$ cat config.mk
export PLATFORM = sky130hd
export DESIGN_NAME = piso_serializer_flat
export DESIGN_NICKNAME = d
export VERILOG_FILES = /design/src/rtl/piso_pkg.sv /design/src/rtl/piso_serializer_if.sv /design/src/rtl/piso_hold_buf.sv /design/src/rtl/piso_serializer.sv /design/src/flat_wrapper.sv
export SDC_FILE = /design/constraint.sdc
export NUM_CORES = 1
export LEC_CHECK = 0
export ABC_AREA = 0
export CAP_MARGIN = 20
export CORE_AREA = 3 3 40 42
export CTS_BUF_LIST = sky130_fd_sc_hd__clkbuf_2
export DETAILED_ROUTE_END_ITERATION = 10
export DIE_AREA = 0 0 43 45
export GPL_TIMING_DRIVEN = 0
export PLACE_DENSITY = 0.76
export REMOVE_ABC_BUFFERS = 1
export SLEW_MARGIN = 20
export SYNTH_ARGS = -nofsm -noshare
export SYNTH_HDL_FRONTEND = slang
export SYNTH_HIERARCHICAL = 1
export SYNTH_SLANG_ARGS = --single-unit
$ cat constraint.sdc
create_clock -name clk_i -period 2.14 [get_ports clk_i]
set_input_delay 0.535 -clock clk_i [delete_from_list [all_inputs] [get_ports clk_i]]
set_output_delay 0.535 -clock clk_i [all_outputs]
set_load 0.01 [all_outputs]
$ cat src/rtl/piso_pkg.sv
`default_nettype none
// ============================================================================
// Module      : piso_pkg
// Description : Shared types and helpers for the PISO serializer slice.
// Revision    : 1.0 - initial release
// ============================================================================
package piso_pkg;

  typedef enum logic {
    IDLE  = 1'b0,
    SHIFT = 1'b1
  } piso_state_t;

  function automatic int cnt_w(input int width);
    return $clog2(width);
  endfunction

endpackage
`default_nettype wire

$ cat src/rtl/piso_serializer_if.sv
`default_nettype none
// ============================================================================
// Module      : piso_serializer_if
// Description : Valid/ready word handoff from the producer into the serializer.
// Revision    : 1.0 - initial release
// ============================================================================
interface piso_serializer_if #(
  parameter int WIDTH = 4
);
  logic [WIDTH-1:0] data_i;
  logic             valid_i;
  logic             ready_o;

  modport master (output data_i, output valid_i, input  ready_o);
  modport slave  (input  data_i, input  valid_i, output ready_o);
endinterface
`default_nettype wire

$ cat src/rtl/piso_hold_buf.sv
`default_nettype none
// ============================================================================
// Module      : piso_hold_buf
// Description : One-entry holding buffer; ready while empty.
// Revision    : 1.0 - initial release
// ============================================================================
module piso_hold_buf #(
  parameter int WIDTH = 4
) (
  input  logic             clk_i,
  input  logic             rst_ni,
  input  logic             wr_i,
  input  logic             rd_i,
  input  logic [WIDTH-1:0] data_i,
  output logic [WIDTH-1:0] data_o,
  output logic             full_o,
  output logic             ready_o
);
  import piso_pkg::*;

  logic [WIDTH-1:0] r_hb;
  logic             r_hb_full;

  // A write needs ready (empty) and a read needs full, so they never coincide.
  always_ff @(posedge clk_i or negedge rst_ni) begin
    if (!rst_ni) begin
      r_hb      <= '0;
      r_hb_full <= 1'b0;
    end else if (wr_i) begin
      r_hb      <= data_i;
      r_hb_full <= 1'b1;
    end else if (rd_i) begin
      r_hb_full <= 1'b0;
    end
  end

  assign data_o  = r_hb;
  assign full_o  = r_hb_full;
  assign ready_o = !r_hb_full;

endmodule
`default_nettype wire

$ cat src/rtl/piso_serializer.sv
`default_nettype none
// ============================================================================
// Module      : piso_serializer
// Description : WIDTH-bit parallel-in, LSB-first serial-out with gapless reload.
// Revision    : 1.0 - initial release
// ============================================================================
module piso_serializer #(
  parameter int WIDTH = 4
) (
  input  logic                    clk_i,
  input  logic                    rst_ni,
  piso_serializer_if.slave        bus,
  output logic                    serial_o,
  output logic                    active_o,
  output logic                    first_o,
  output logic                    last_o
);
  import piso_pkg::*;

  localparam int                 c_cnt_w    = cnt_w(WIDTH);
  localparam logic [c_cnt_w-1:0] c_cnt_last = c_cnt_w'(WIDTH - 1);

  piso_state_t        r_state, w_state_nxt;
  logic [WIDTH-1:0]   r_sr, w_sr_nxt;
  logic [c_cnt_w-1:0] r_cnt, w_cnt_nxt;

  logic               w_xfer;
  logic               w_hb_wr;
  logic               w_hb_rd;
  logic [WIDTH-1:0]   w_hb_data;
  logic               w_hb_full;
  logic               w_ready;

  piso_hold_buf #(.WIDTH(WIDTH)) u_hold_buf (
    .clk_i   (clk_i),
    .rst_ni  (rst_ni),
    .wr_i    (w_hb_wr),
    .rd_i    (w_hb_rd),
    .data_i  (bus.data_i),
    .data_o  (w_hb_data),
    .full_o  (w_hb_full),
    .ready_o (w_ready)
  );

  assign bus.ready_o = w_ready;
  assign w_xfer      = bus.valid_i && w_ready;

  always_ff @(posedge clk_i or negedge rst_ni) begin
    if (!rst_ni) begin
      r_state <= IDLE;
      r_sr    <= '0;
      r_cnt   <= '0;
    end else begin
      r_state <= w_state_nxt;
      r_sr    <= w_sr_nxt;
      r_cnt   <= w_cnt_nxt;
    end
  end

  always_comb begin
    w_state_nxt = r_state;
    w_sr_nxt    = r_sr;
    w_cnt_nxt   = r_cnt;
    w_hb_wr     = 1'b0;
    w_hb_rd     = 1'b0;
    case (r_state)
      IDLE: begin
        if (w_xfer) begin
          w_sr_nxt    = bus.data_i;
          w_cnt_nxt   = '0;
          w_state_nxt = SHIFT;
        end
      end
      SHIFT: begin
        if (r_cnt != c_cnt_last) begin
          w_sr_nxt  = r_sr >> 1;
          w_cnt_nxt = r_cnt + c_cnt_w'(1);
          w_hb_wr   = w_xfer;
        end else if (w_hb_full) begin
          w_sr_nxt  = w_hb_data;
          w_cnt_nxt = '0;
          w_hb_rd   = 1'b1;
        end else if (w_xfer) begin
          // Word arriving on the last bit skips the buffer to avoid a gap.
          w_sr_nxt  = bus.data_i;
          w_cnt_nxt = '0;
        end else begin
          w_sr_nxt    = '0;
          w_cnt_nxt   = '0;
          w_state_nxt = IDLE;
        end
      end
      default: begin
        w_state_nxt = IDLE;
      end
    endcase
  end

  assign active_o = (r_state == SHIFT);
  assign serial_o = active_o && r_sr[0];
  assign first_o  = active_o && (r_cnt == '0);
  assign last_o   = active_o && (r_cnt == c_cnt_last);

endmodule
`default_nettype wire

$ cat src/flat_wrapper.sv
// flat-port wrapper written by rule: the top's interface ports become plain ports
module piso_serializer_flat import piso_pkg::*;
#(
  parameter int WIDTH = 4
)
  (clk_i, rst_ni, serial_o, active_o, first_o, last_o, bus_data_i, bus_valid_i, bus_ready_o);
  piso_serializer_if #(.WIDTH(WIDTH)) bus_i ();
  input  logic clk_i;
  input  logic rst_ni;
  output logic serial_o;
  output logic active_o;
  output logic first_o;
  output logic last_o;
  input wire logic [$bits(bus_i.data_i)-1:0] bus_data_i;
  input wire logic [$bits(bus_i.valid_i)-1:0] bus_valid_i;
  output wire logic [$bits(bus_i.ready_o)-1:0] bus_ready_o;
  assign bus_i.data_i = bus_data_i;
  assign bus_i.valid_i = bus_valid_i;
  assign bus_ready_o = bus_i.ready_o;
  piso_serializer #(.WIDTH(WIDTH)) u_core (.clk_i(clk_i), .rst_ni(rst_ni), .bus(bus_i), .serial_o(serial_o), .active_o(active_o), .first_o(first_o), .last_o(last_o));
endmodule
==> impl_metrics.tcl <==
set metrics [dict create \
    ys_top_cells_by_area "dfrtp_1 (49%), mux2_2 (7.4%), a221o_1 (4.9%)" \
    vias_per_cell 5.35 \
    synth_compound_area_frac 0.170 \
    yosysTopAreaCellShare 0.493 \
    cts_buffer_depth 2 \
    worstSetupPathType "flip-flop to output pin" \
    start_util 0.474 \
    worstMarginPinSlew_ns 0.519 \
    path_max_fanout 8 \
    insertion_delay_ns 0.26 \
    drive_gt1_frac 0.203 \
    path_cells "inv_1 > clkdlybuf4s50_1" \
    syn_area_per_cell_um2 10.5 \
    dieArea_um2 1940 \
    clk_pin_slew_worst_paths_ns 0.11 \
    synth_top_family_by_area "compound AO/OA/AOI/OAI gates" \
    r2r_slack_ns 0.42 \
    synthMuxAreaShare 0.0903 \
    core_um2 1280 \
    fp.dieW_um 43 \
    setup_violations 0 \
    post_drt_wl_per_cell_um 12.8 \
    slew_violations 0 \
    cp_top_family "buffers and inverters" \
    ant_nets 0 \
    synth_xor_area_frac 0 \
    syn_to_final_growth_pct 30.0 \
    dieHeight_um 45 \
    slew_headroom 0.653 \
    grt_pass1_vias 424 \
    yosysWarningCount 6 \
    seq_area_frac_synth 0.493 \
    antenna_found_initial 0 \
    timing.hold.ws_ns 0.516 \
    final_common_cell "dfrtp_1" \
    ctsHoldBuffers 0 \
    vias 476 \
    p_leak_nw 0.387 \
    grt.total_usage 0.136 \
    dp_hpwl_um 773 \
    cts_tree "done" \
    synthSimpleGateAreaFrac 0.164 \
    insertedDiodeCount 0 \
    timing.final.ws_setup_ns 0.135 \
    worst-path-buf-inv 2 \
    power_density_nw_per_um2 1370 \
    fin_crit_ns 2.00 \
    nNetsFinal 85 \
    layout_common_cells "dfrtp_1 (11), clkdlybuf4s50_1 (9), nand2_1 (6)" \
    fmax_ghz 0.499 \
    worstPathRequired_ns 1.60 \
    skew_ns 0.00582 \
    rsz0062_at_grt "no" \
    post_dp_cell_area_um2 728 \
    grt_max_degree 17 \
    ir_worst_vdd_mv 0.747 \
    fill_cells 115 \
    drc 0 \
    fp-row-count 13 \
    root_buffer "clkbuf_2" \
    setup-tns-final_ns 0 \
    cts_sinks 12 \
    yosysTopAreaCell "dfrtp_1" \
    max_stage_delay_ns 0.56 \
    dp_slack_ns 0.0219 \
    synth-adder-area-share 0.0411 \
    io_buffers 11 \
    hp-class "flip-flop to flip-flop" \
    cp-start-kind "flip-flop" \
    drt_iter0_markers 7 \
    status "completed" \
    postLayoutCellArea_um2 792 \
    critPathSlowestCell "clkdlybuf4s50_1" \
    finalHoldViolCount 0 \
    period_share 0.937 \
    p_total_mw 1.08 \
    ios 12 \
    crit_arrival_ns 1.47 \
    synth_cell_type_count 23 \
    cts_buffers 3 \
    grt_overflow_total 0 \
    gp_congestion 0.724 \
    grt_pass1_wl_mm 1.91 \
    firstDrtPassIters 6 \
    htree_num_levels 1 \
    endpoint_kind "output pin" \
    drt_wl_total_mm 1.14 \
    synth-seq-cells 12 \
    drv_cap 0 \
    netlist_area_um2 609 \
    syn_inst 58 \
]
## cells by family after synthesis
kind of cell	Yosys count
flops	12
compound gates	14
mux	5
buf+inv	6
fa+ha+maj	2
simple gates	19
## Yosys cell counts
master	count
ha_1	2
o21bai_1	1
o21ai_0	3
nand2_1	6
inv_1	4
and3_1	1
nand2b_1	4
buf_2	1
nand2b_2	1
and2_1	3
a21oi_1	1
mux2_2	4
a221o_1	3
dfrtp_1	12
nand3_1	3
clkbuf_2	1
mux2i_1	1
o22ai_1	1
a21oi_2	1
a21boi_0	2
a32oi_1	1
a21boi_1	1
nor2_1	1
## final cells by class
cell class | count | area (um^2) | area share
flip-flops and latches | 12 | 302 | 0.381
multi-input cells | 40 | 297 | 0.374
repair buffers | 15 | 145 | 0.183
well taps | 15 | 18.8 | 0.0237
clock buffers | 3 | 15.0 | 0.0190
inverters | 4 | 15.0 | 0.0190
## stage by stage
stage / cells / utilization
floorplan: 56 / -
global placement: 82 / 0.567
detailed placement: 82 / 0.567
CTS: 86 / 0.595
global route: 89 / 0.616
finish: 89 / 0.616
## state kept, by name (all words and copies together) (netlist names)
name and count:
u_core/u_hold_buf/full_o 1, u_core/active_o 1, u_core/r_sr 4, u_core/r_cnt 2
u_core/u_hold_buf/data_o 4
## metal layers
layer | track usage | up-vias | share of wire
met5 | 0 | - | 0
met4 | 0.0904 | 0 | 0.015
met3 | 0.0359 | 2 | 0.052
met2 | 0.201 | 11 | 0.48
met1 | 0.176 | 225 | 0.46
li1 | - | 238 | -
## final timing paths
path	startpoint	to	cells past startpoint
worst max-delay path	u_core/u_hold_buf/full_o	bus_ready_o	2
worst min-delay path	u_core/u_hold_buf/data_o[3]	u_core/u_hold_buf/data_o[3]	1
worst max register to register	u_core/u_hold_buf/full_o	u_core/u_hold_buf/data_o[0]	4
worst min register to register	u_core/u_hold_buf/data_o[3]	u_core/u_hold_buf/data_o[3]	1
max in group asynchronous	rst_ni	u_core/active_o	1
min in group asynchronous	rst_ni	u_core/r_cnt[0]	1
## where the power goes
part / switching [mW] / total [mW] / internal [mW]
Clock: 0.0724 / 0.111 / 0.0382
Combinational: 0.218 / 0.529 / 0.311
Sequential: 0.108 / 0.442 / 0.334
## timing repair
item	in CTS	in global routing
resized for setup	3	2
pin swaps	0	1
endpoints found under the setup margin	3	2
setup buffers	1	3
(Power assumes the default switching activity.)
